$ cat src/rtl/blinky_soc_top.sv
// Blinky SoC: 8-entry ROM accumulator sequencer driving a PORTB/DDRB/PINB GPIO port.
// Optional debug outputs dbg_pc/dbg_busy are present only when DEBUG_PC_EN is defined.
module blinky_soc_top #(
  parameter int unsigned DELAY_CYCLES = 100000,
  parameter logic [7:0]  LED_MASK     = 8'h20
) (
  input  logic       clk,
  input  logic       rst_n,
  input  logic [7:0] gpio_pin_in,
  output logic [7:0] gpio_pin_out,
  output logic [7:0] gpio_pin_dir
`ifdef DEBUG_PC_EN
  ,
  output logic [2:0] dbg_pc,
  output logic       dbg_busy
`endif
);

  localparam logic [3:0] OP_NOP   = 4'd0;
  localparam logic [3:0] OP_LDI   = 4'd1;
  localparam logic [3:0] OP_OUT   = 4'd2;
  localparam logic [3:0] OP_IN    = 4'd3;
  localparam logic [3:0] OP_XORI  = 4'd4;
  localparam logic [3:0] OP_ANDI  = 4'd5;
  localparam logic [3:0] OP_ORI   = 4'd6;
  localparam logic [3:0] OP_DELAY = 4'd7;
  localparam logic [3:0] OP_JMP   = 4'd8;

  localparam logic [31:0] DLY_LOAD = 32'(DELAY_CYCLES - 1);

  logic [2:0]  pc_q, pc_d, pc_inc;
  logic [7:0]  acc_q, acc_d;
  logic [7:0]  portb_q, portb_d;
  logic [7:0]  ddrb_q, ddrb_d;
  logic [7:0]  pinb_q;
  logic [31:0] dly_cnt_q, dly_cnt_d;
  logic        busy_q, busy_d;
  logic [11:0] instr;
  logic [3:0]  op;
  logic [7:0]  imm;

  always_comb begin
    instr = {OP_NOP, 8'h00};
    case (pc_q)
      3'd0: instr = {OP_LDI, LED_MASK};
      3'd1: instr = {OP_OUT, 8'h01};
      3'd2: instr = {OP_LDI, 8'h00};
      3'd3: instr = {OP_OUT, 8'h00};
      3'd4: instr = {OP_DELAY, 8'h00};
      3'd5: instr = {OP_XORI, LED_MASK};
      3'd6: instr = {OP_OUT, 8'h00};
      3'd7: instr = {OP_JMP, 8'h04};
      default: instr = {OP_NOP, 8'h00};
    endcase
  end

  assign op     = instr[11:8];
  assign imm    = instr[7:0];
  assign pc_inc = pc_q + 3'd1;

  always_comb begin
    pc_d      = pc_q;
    acc_d     = acc_q;
    portb_d   = portb_q;
    ddrb_d    = ddrb_q;
    dly_cnt_d = dly_cnt_q;
    busy_d    = busy_q;
    if (busy_q) begin
      // Stalled on DELAY: the clock that drains the counter also retires it.
      dly_cnt_d = dly_cnt_q - 32'd1;
      if (dly_cnt_q == 32'd1) begin
        busy_d = 1'b0;
        pc_d   = pc_inc;
      end
    end else begin
      pc_d = pc_inc;
      case (op)
        OP_LDI:  acc_d = imm;
        OP_OUT: begin
          if (imm[1:0] == 2'd0) portb_d = acc_q;
          if (imm[1:0] == 2'd1) ddrb_d  = acc_q;
        end
        OP_IN:   acc_d = pinb_q;
        OP_XORI: acc_d = acc_q ^ imm;
        OP_ANDI: acc_d = acc_q & imm;
        OP_ORI:  acc_d = acc_q | imm;
        OP_DELAY: begin
          if (DELAY_CYCLES > 1) begin
            pc_d      = pc_q;
            dly_cnt_d = DLY_LOAD;
            busy_d    = 1'b1;
          end
        end
        OP_JMP:  pc_d = imm[2:0];
        default: ;
      endcase
    end
  end

  always_ff @(posedge clk or negedge rst_n) begin
    if (!rst_n) begin
      pc_q      <= 3'd0;
      acc_q     <= 8'h00;
      portb_q   <= 8'h00;
      ddrb_q    <= 8'h00;
      pinb_q    <= 8'h00;
      dly_cnt_q <= 32'd0;
      busy_q    <= 1'b0;
    end else begin
      pc_q      <= pc_d;
      acc_q     <= acc_d;
      portb_q   <= portb_d;
      ddrb_q    <= ddrb_d;
      pinb_q    <= gpio_pin_in;
      dly_cnt_q <= dly_cnt_d;
      busy_q    <= busy_d;
    end
  end

  assign gpio_pin_out = portb_q;
  assign gpio_pin_dir = ddrb_q;

`ifdef DEBUG_PC_EN
  assign dbg_pc   = pc_q;
  assign dbg_busy = busy_q;
`endif

endmodule

$ cat config.mk
export PLATFORM = sky130hd
export DESIGN_NAME = blinky_soc_top
export DESIGN_NICKNAME = d
export VERILOG_FILES = /design/src/rtl/blinky_soc_top.sv
export SDC_FILE = /design/constraint.sdc
export NUM_CORES = 1
export LEC_CHECK = 0
export CAP_MARGIN = 10
export CORE_ASPECT_RATIO = 1.2
export CORE_UTILIZATION = 43
export DETAILED_ROUTE_END_ITERATION = 10
export GPL_ROUTABILITY_DRIVEN = 0
export MAX_ROUTING_LAYER = met4
export RECOVER_POWER = 25
export SLEW_MARGIN = 10
export SYNTH_ARGS = -nofsm -noshare
export SYNTH_HDL_FRONTEND = slang
export SYNTH_SLANG_ARGS = --single-unit
$ cat constraint.sdc
create_clock -name clk -period 7.23 [get_ports clk]
set_input_delay 1.446 -clock clk [delete_from_list [all_inputs] [get_ports clk]]
set_output_delay 1.446 -clock clk [all_outputs]
set_load 0.01 [all_outputs]
==> results.yml <==
status:
  status: "finished clean"
clocking:
  cts.sinks: 68
  clkTransAtPathRegs_ns: 0.08
  cts_tree: "done"
  cts_max_level: 3
  cts_buffer_depth: 2
  worstSkewPairLatency_ns: 0.34
  postCtsSetupBuffers: 0
  cts_buffers: 9
  cts_resized: 0
  cts_hold_buf: 0
  root_buffer: "clkbuf_8"
power_and_ir_drop:
  switchingPower_mw: 0.1648
  internal_power_mw: 0.5502
  p_sw_frac: 0.2305
  power.total_mw: 0.7150
  vdd_drop_max_v: 0.0001125
  p_clk_frac: 0.449
  pwr-share-comb: 0.015
  p_per_area_nw_per_um2: 186.1
  power.leakage_nw: 1.704
  p_seq_frac: 0.536
place:
  dp.final_hpwl_mm: 4.316
  placed_area_sq_um: 3637
  numPortBuffers: 25
  dp_slack_ns: 4.518
  dp_cells: 411
worst_setup_path:
  cp-start-kind: "flop"
  critical-path-top-delay-family: "simple AND/OR/NAND/NOR gates"
  crit_arrival_ns: 2.91
  cp_cell_sequence: "inv_1 -> ha_1 -> a21o_1 -> nor4_2 -> mux2_2"
  endpoint_kind: "flop"
  cp.required_ns: 7.46
  crit_type: "reg2reg"
  critPathSlowestCell: "nor4_2"
  path_max_fanout: 21
  cp_num_buf_inv: 1
  max_stage_delay_ns: 0.73
final_layout:
  stdcell_area_sq_um: 3842
  drive_gt1_frac: 0.1454
  diodes: 0
  finalNonFillerCells: 427
  area_growth_pct: 15.76
  fin_util: 0.5221
  nets: 355
synthesis:
  synth_cells: 306
  synthFlopType: "dfrtp_1"
  synth_top_area_frac: 0.5126
  netlist_top_cells_count: "dfrtp_1 (68), nand2_1 (32), mux2_2 (18)"
  synth.cell_area_sq_um: 3319
  post-synth-top-count-cell: "dfrtp_1"
  synth.distinct_cells: 46
  synthArstFlopShare: 1.000
  ys_top_cells_by_area: "dfrtp_1 (51%), mux2_2 (6.1%), ha_1 (4.9%)"
  synth_edf_count: 0
  synth_fp_nets: 329
  synth_top_area_cell: "dfrtp_1"
  syn_area_per_cell_sq_um: 10.85
  seq_area_frac_synth: 0.5126
  synth_warnings: 0
  ys_seq_elements: 68
timing:
  setup_violations: 0
  slew_headroom: 0.4091
  fin_setup_tns_ns: 0
  finClkSkew_ns: 0.01166
  rsz0062_at_grt: "false"
  fin_crit_ns: 2.686
  slew_viol_final: 0
  setup_ws_ns: 4.544
  hold_slack_ns: 0.4701
  worst_slew_pin_slew_ns: 0.8791
  fin_crit_sh: 0.3716
  timing_hold_violations_final: 0
  max_freq_ghz: 0.3723
die:
  die_w_microns: 82.21
  rows: 34
  die_area_sq_um: 8076
  start_util: 0.4510
  core_area_sq_um: 7360
  die_h_microns: 98.25
  ios: 26
routing:
  drcViolationCount: 0
  vias_per_cell: 5.534
  drt_iter0_drc: 134
  num_vias: 2363
  wl_mm: 6.252
  wl_per_cell_microns: 14.64
  firstDrtPassIters: 4
  drtAntennaViolNets: 0
grt:
  grt_pass1_wl_mm: 10.92
  grt_pass1_vias: 2303
  grtUsageTotal: 0.1829
  antenna_found_initial: 0
  grt-ovfl-total: 0
  grt_max_degree: 69
run:
  max_cap_violations: 0
hold_path:
  min_path_type: "reg2reg"
-- placed cells by master, fill, tap and decap left out, drive strengths merged, types with 9 or more instances in the layout --
cell type and n:
inv 17, nor3 16, mux2i 11, clkdlybuf4s50 16, dfrtp 68, nor2 16, ha 13, clkbuf 9
a21oi 16, o21ai 12, nand3 9, nor4 11, nand2 32, mux2 19
-- metal layers --
layer / wire, microns / global-route usage / part of all wire
met5: 0 / - / 0
met4: 94 / 0.06883 / 0.015
met3: 158 / 0.04206 / 0.025
met2: 2940 / 0.2753 / 0.47
met1: 3059 / 0.2374 / 0.49
-- flip-flops by register name, summed over array words and instances (netlist names) --
signal,cells
acc_q,8
busy_q,1
dly_cnt_q,32
gpio_pin_dir,8
gpio_pin_out,8
pc_q,3
pinb_q,8
-- logic make-up after synthesis --
group / synth area share
mux: 0.09763
simple gates: 0.1839
flops: 0.5126
compound gates: 0.1278
fa+ha+maj: 0.04900
buf+inv: 0.02903
-- power groups by stage --
stage	clock [mW]	sequential, mW	combinational (mW)
final	0.321	0.383	0.0110
after detailed placement	0	0.391	0.0127
after CTS	0.332	0.383	0.0128
after global routing	0.349	0.383	0.0133
after global placement	0	0.391	0.0126
after floorplan	0	0.390	0.0000210
-- layout make-up --
class,instances,area [sq um]
Multi-Input combinational cell,214,1521
Fill cell,642,3517
Sequential cell,68,1702
Clock inverter,7,81.33
Timing Repair Buffer,26,252.7
Clock buffer,9,123.9
Inverter,13,48.80
Tap cell,90,112.6
-- final timing paths --
path	end	cells after the start	slack, ns	from
setup / recovery	gpio_pin_dir[0]	5	4.54	pc_q[0]
hold / removal	acc_q[6]	1	0.47	pinb_q[6]
setup reg to reg	gpio_pin_dir[0]	5	4.54	pc_q[0]
hold reg to reg	acc_q[6]	1	0.47	pinb_q[6]
max in group asynchronous	dly_cnt_q[5]	2	5.39	rst_n
min in group asynchronous	pinb_q[5]	2	1.30	rst_n
Note: power is estimated with default switching activity, not from simulation.
